**config.mk**
```make
export PLATFORM = sky130hd
export DESIGN_NAME = tx_lane_scheduler
export DESIGN_NICKNAME = d
export VERILOG_FILES = /design/src/rtl/tx_lane_scheduler.sv
export SDC_FILE = /design/constraint.sdc
export NUM_CORES = 1
export LEC_CHECK = 0
export CORE_UTILIZATION = 45
export DETAILED_ROUTE_END_ITERATION = 8
export GPL_TIMING_DRIVEN = 1
export PLACE_DENSITY = 0.84
export SYNTH_ARGS = -nofsm -noshare
export SYNTH_HDL_FRONTEND = slang
export SYNTH_SLANG_ARGS = --single-unit
```
**constraint.sdc**
```tcl
create_clock -name clk_4f -period 5 [get_ports clk_4f]
set_input_delay 1.25 -clock clk_4f [delete_from_list [all_inputs] [get_ports clk_4f]]
set_output_delay 1.25 -clock clk_4f [all_outputs]
set_load 0.02 [all_outputs]
```
**src/rtl/tx_lane_scheduler.sv**
```systemverilog
// Four-lane round-robin byte scheduler with SYNC/ACTIVE link bring-up.
// Define TX_SCHED_BURST_EN to allow up to BURST_MAX consecutive grants per lane.
module tx_lane_scheduler #(
  parameter int unsigned SYNC_WORDS = 4,
  parameter int unsigned BURST_MAX  = 4
) (
  input  logic       clk_4f,
  input  logic       reset,
  input  logic       tx_enable,
  input  logic [3:0] lane_valid,
  input  logic [7:0] lane_data0,
  input  logic [7:0] lane_data1,
  input  logic [7:0] lane_data2,
  input  logic [7:0] lane_data3,
  output logic [3:0] lane_pop,
  input  logic       ser_ready,
  output logic [7:0] data_out,
  output logic       valid_out,
  output logic [1:0] lane_out,
  output logic       active
);

  localparam logic ST_SYNC   = 1'b0;
  localparam logic ST_ACTIVE = 1'b1;

  localparam logic [7:0] SYNC_CHAR = 8'hBC;
  localparam logic [7:0] IDLE_CHAR = 8'h7C;

  logic       r_state;
  logic [7:0] r_sync_cnt;
  logic [1:0] r_ptr;
  logic [7:0] r_data;
  logic       r_valid;
  logic [1:0] r_lane;
  logic       r_active;

  logic       w_found;
  logic [1:0] w_grant;
  logic [7:0] w_grant_data;
  logic       w_pop_en;
  logic [1:0] w_ptr_nxt;

`ifdef TX_SCHED_BURST_EN
  logic [3:0] r_burst;
  logic [4:0] w_burst_base;
  logic [4:0] w_burst_inc;
  logic [3:0] w_burst_nxt;
`endif

  // First valid lane scanning upward from the pointer, wrapping mod 4.
  always_comb begin
    w_found = 1'b0;
    w_grant = r_ptr;
    for (int unsigned k = 0; k < 4; k++) begin
      if (!w_found && lane_valid[2'(r_ptr + 2'(k))]) begin
        w_found = 1'b1;
        w_grant = 2'(r_ptr + 2'(k));
      end
    end
  end

  always_comb begin
    w_grant_data = lane_data0;
    case (w_grant)
      2'd0:    w_grant_data = lane_data0;
      2'd1:    w_grant_data = lane_data1;
      2'd2:    w_grant_data = lane_data2;
      default: w_grant_data = lane_data3;
    endcase
  end

  assign w_pop_en = (r_state == ST_ACTIVE) && ser_ready && tx_enable && w_found;
  assign lane_pop = w_pop_en ? (4'b0001 << w_grant) : '0;

`ifdef TX_SCHED_BURST_EN
  // A nonzero count always belongs to the lane in r_lane, so a new lane restarts at zero.
  always_comb begin
    w_burst_base = (w_grant == r_lane && r_burst != '0) ? {1'b0, r_burst} : '0;
    w_burst_inc  = w_burst_base + 5'd1;
    if (w_burst_inc < 5'(BURST_MAX)) begin
      w_ptr_nxt   = w_grant;
      w_burst_nxt = w_burst_inc[3:0];
    end else begin
      w_ptr_nxt   = w_grant + 2'd1;
      w_burst_nxt = '0;
    end
  end
`else
  assign w_ptr_nxt = w_grant + 2'd1;
`endif

  always_ff @(posedge clk_4f or negedge reset) begin
    if (!reset) begin
      r_state    <= ST_SYNC;
      r_sync_cnt <= '0;
      r_ptr      <= '0;
      r_data     <= '0;
      r_valid    <= 1'b0;
      r_lane     <= '0;
      r_active   <= 1'b0;
`ifdef TX_SCHED_BURST_EN
      r_burst    <= '0;
`endif
    end else if (r_state == ST_ACTIVE && !tx_enable) begin
      r_state    <= ST_SYNC;
      r_active   <= 1'b0;
      r_sync_cnt <= '0;
`ifdef TX_SCHED_BURST_EN
      r_burst    <= '0;
`endif
      if (ser_ready) begin
        r_data  <= SYNC_CHAR;
        r_valid <= 1'b0;
      end
    end else if (ser_ready) begin
      if (r_state == ST_SYNC) begin
        r_valid <= 1'b0;
        if (r_sync_cnt < 8'(SYNC_WORDS)) begin
          r_data     <= SYNC_CHAR;
          r_sync_cnt <= r_sync_cnt + 8'd1;
        end else if (tx_enable) begin
          r_state  <= ST_ACTIVE;
          r_active <= 1'b1;
          r_data   <= IDLE_CHAR;
        end else begin
          r_data <= SYNC_CHAR;
        end
      end else if (w_found) begin
        r_data  <= w_grant_data;
        r_valid <= 1'b1;
        r_lane  <= w_grant;
        r_ptr   <= w_ptr_nxt;
`ifdef TX_SCHED_BURST_EN
        r_burst <= w_burst_nxt;
`endif
      end else begin
        r_data  <= IDLE_CHAR;
        r_valid <= 1'b0;
`ifdef TX_SCHED_BURST_EN
        r_burst <= '0;
`endif
      end
    end
  end

  assign data_out  = r_data;
  assign valid_out = r_valid;
  assign lane_out  = r_lane;
  assign active    = r_active;

endmodule

```
==> impl_metrics.tcl <==
set metrics [dict create \
    yosys_most_used_dff "dfrtp_1" \
    use_met2_pct 37.6 \
    cts_hold_buf 0 \
    cp.required_ps 3750 \
    clockRootBuffer "clkbuf_4" \
    min_period_ps 4770 \
    synth_fp_nets 180 \
    p_int_mw 0.446 \
    grt_pass1_wl_um 5460 \
    cts_tree "done" \
    numCtsBuffers 3 \
    min_period_over_period_pct 95.5 \
    power_per_cell_area_nw_per_um2 380 \
    place_area_um2 1910 \
    syn_area_per_cell_um2 9.85 \
    holdCritStartpoint "r_sync_cnt[6]$_DFFE_PN0P_" \
    std_cell_rows 19 \
    drc 0 \
    finalClockSkew_ps 6.35 \
    rrSetupSlack_ps 2600 \
    dp_hpwl_um 2600 \
    startpoint "lane_valid[3]" \
    wire_per_inst_um 15.0 \
    fillers 216 \
    grt_pass1_vias 1191 \
    combPwrFrac_pct 53.0 \
    synthesis.area_um2 1320 \
    die_area_um2 3150 \
    area_growth_pct 46.9 \
    ctsResizeCount 0 \
    ioPinCount 56 \
    seq_area_frac_synth_pct 43.6 \
    busiest_layer "met2" \
    fmax_ghz 0.209 \
    dr.pass1.iters 4 \
    path_clk_slew_ps 120 \
    htreeDepth 1 \
    vias_per_cell 5.43 \
    tightest_slew_ps 1000 \
    num_antenna_cells 0 \
    rsz0062_at_grt "false" \
    maxCapViolCount 0 \
    nets 239 \
    max-clock-path-buffers 2 \
    worst_slack_ps 227 \
    min_path_type "reg2reg" \
    die_y_um 56.2 \
    worstSetupStartpointType "primary input" \
    drt-initial-drc-count 101 \
    netlist-cell-type-count 36 \
    dieWidth_um 56.2 \
    synth_warnings 0 \
    ir_drop_v 0.000268 \
    finalNonFillerCells 223 \
    whs_ps 507 \
    p_clk_share_pct 11.2 \
    drv_slew 0 \
    core-area_um2 2760 \
    wl_um 3340 \
    stdcell_area_um2 1940 \
    worst_r2r_startpoint "r_ptr[0]$_DFFE_PN0P_" \
    track_usage_pct 22.4 \
    antenna_found_initial 0 \
    setup.worst_path.end_class "output pin" \
    multi_input_area_um2 684 \
    finalCoreUtilization_pct 70.3 \
    fin_setup_tns_ps 0 \
    status "finished, final reports clean" \
    synth.ff_latch_count 23 \
    worstRegToRegCells 9 \
    drive_above_1_share_pct 11.5 \
    antenna_left 0 \
    power.switching_mw 0.290 \
    critPathArrivalTime_ps 3520 \
    clock_latency_ps 300 \
    grt_max_degree 24 \
    gp_congestion 0.792 \
    path_max_fanout 6 \
    final_cell_mix "clkdlybuf4s50_1, dfrtp_1, nand2_1" \
    met1_usage_pct 28.8 \
    hold_end "r_sync_cnt[6]$_DFFE_PN0P_" \
    netSwitchingFraction_pct 39.4 \
    gr-total-overflow 0 \
    use_met3_pct 3.95 \
    r2r_end "data_out[6]$_DFFE_PN0P_" \
    start_util_pct 47.9 \
    place_inst 219 \
    cts.sinks 23 \
    relSlewSlack_pct 33.0 \
    post-cts-setup-buffers 0 \
    portBuffers 55 \
    p_leak_nw 0.821 \
    synth_edf_count 0 \
    hold_depth 1 \
    seqPwrFrac_pct 35.9 \
    critPathKind "in2out" \
    async_flop_share_pct 100 \
    place_ws_ps 214 \
    power_mw 0.736 \
    setup-violations-final 0 \
    seq_area_um2 576 \
    final_hold_viol_count 0 \
    synth_cells 134 \
    final_common_cell "clkdlybuf4s50_1" \
    num_vias 1210 \
]
[kinds of logic (layout without fill, tap and decap cells)]
group | after synthesis | count (layout) | synth area share, %
xor+xnor | 1 | 1 | 0.664
fa+ha+maj | 6 | 6 | 5.69
flops | 23 | 23 | 43.6
buf+inv | 14 | 72 | 4.55
compound gates | 42 | 42 | 23.6
mux | 4 | 4 | 4.17
simple gates | 44 | 44 | 17.7
[per-layer routing]
layer | vias to the layer above | wire (um)
met5 | - | 0
met4 | 0 | 21
met3 | 2 | 268
met2 | 49 | 1610
met1 | 562 | 1440
li1 | 597 | -
[final cells by class]
| type | instances | share of cell area, % |
|---|---|---|
| timing repair buffer | 59 | 29.9 |
| clock buffer | 4 | 1.35 |
| multi-input combinational | 97 | 35.3 |
| sequential | 23 | 29.7 |
| tap | 31 | 2.00 |
| inverter | 9 | 1.74 |
[worst max-delay path by stage]
stage / endpoint / slack (ps) / depth (start not counted)
3_5_place_dp: lane_pop[0] / 210 / 8
2_1_floorplan: lane_pop[0] / 1340 / 6
5_1_grt: lane_pop[0] / 100 / 8
4_1_cts: lane_pop[0] / 220 / 8
6_report: lane_pop[0] / 230 / 8
3_3_place_gp: lane_pop[0] / 340 / 8
[cell usage after synthesis (2+ instances only)]
cell | count | share of area [%]
nor2b_1 | 3 | 1.4
a31oi_1 | 2 | 0.95
o21ai_1 | 3 | 1.1
nor2_1 | 10 | 2.8
inv_1 | 8 | 2.3
o21ai_0 | 11 | 4.2
and2_2 | 2 | 1.1
and2_1 | 5 | 2.4
ha_1 | 6 | 5.7
mux2_4 | 3 | 3.4
a21oi_1 | 7 | 2.7
dfrtp_1 | 23 | 44
a21oi_2 | 4 | 2.7
clkbuf_1 | 4 | 1.1
nand2_1 | 12 | 3.4
nand3_1 | 3 | 1.1
a222oi_1 | 7 | 5.3
and2_4 | 2 | 1.3
nand2b_1 | 2 | 0.95
[state kept, by name (all words and copies together), names as in the netlist]
name        count
r_sync_cnt      8
r_state         1
data_out        8
r_ptr           2
active          1
lane_out        2
valid_out       1
[worst max-delay path, cell delays in order]
cell             delay (ps)
clkdlybuf4s50_1         610
nand3b_1                160
o31ai_1                  90
o31ai_2                 380
inv_1                   120
ha_1                    210
and2_2                  160
clkdlybuf4s50_1         530
[power by group through the flow]
stage	Sequential, mW	Clock, mW	Combinational (mW)
floorplan	0.286	0	0.217
global placement	0.265	0	0.373
detailed placement	0.269	0	0.386
CTS	0.264	0.0857	0.390
global route	0.271	0.0963	0.431
finish	0.264	0.0821	0.390
Power figures use the tool's default switching activity.
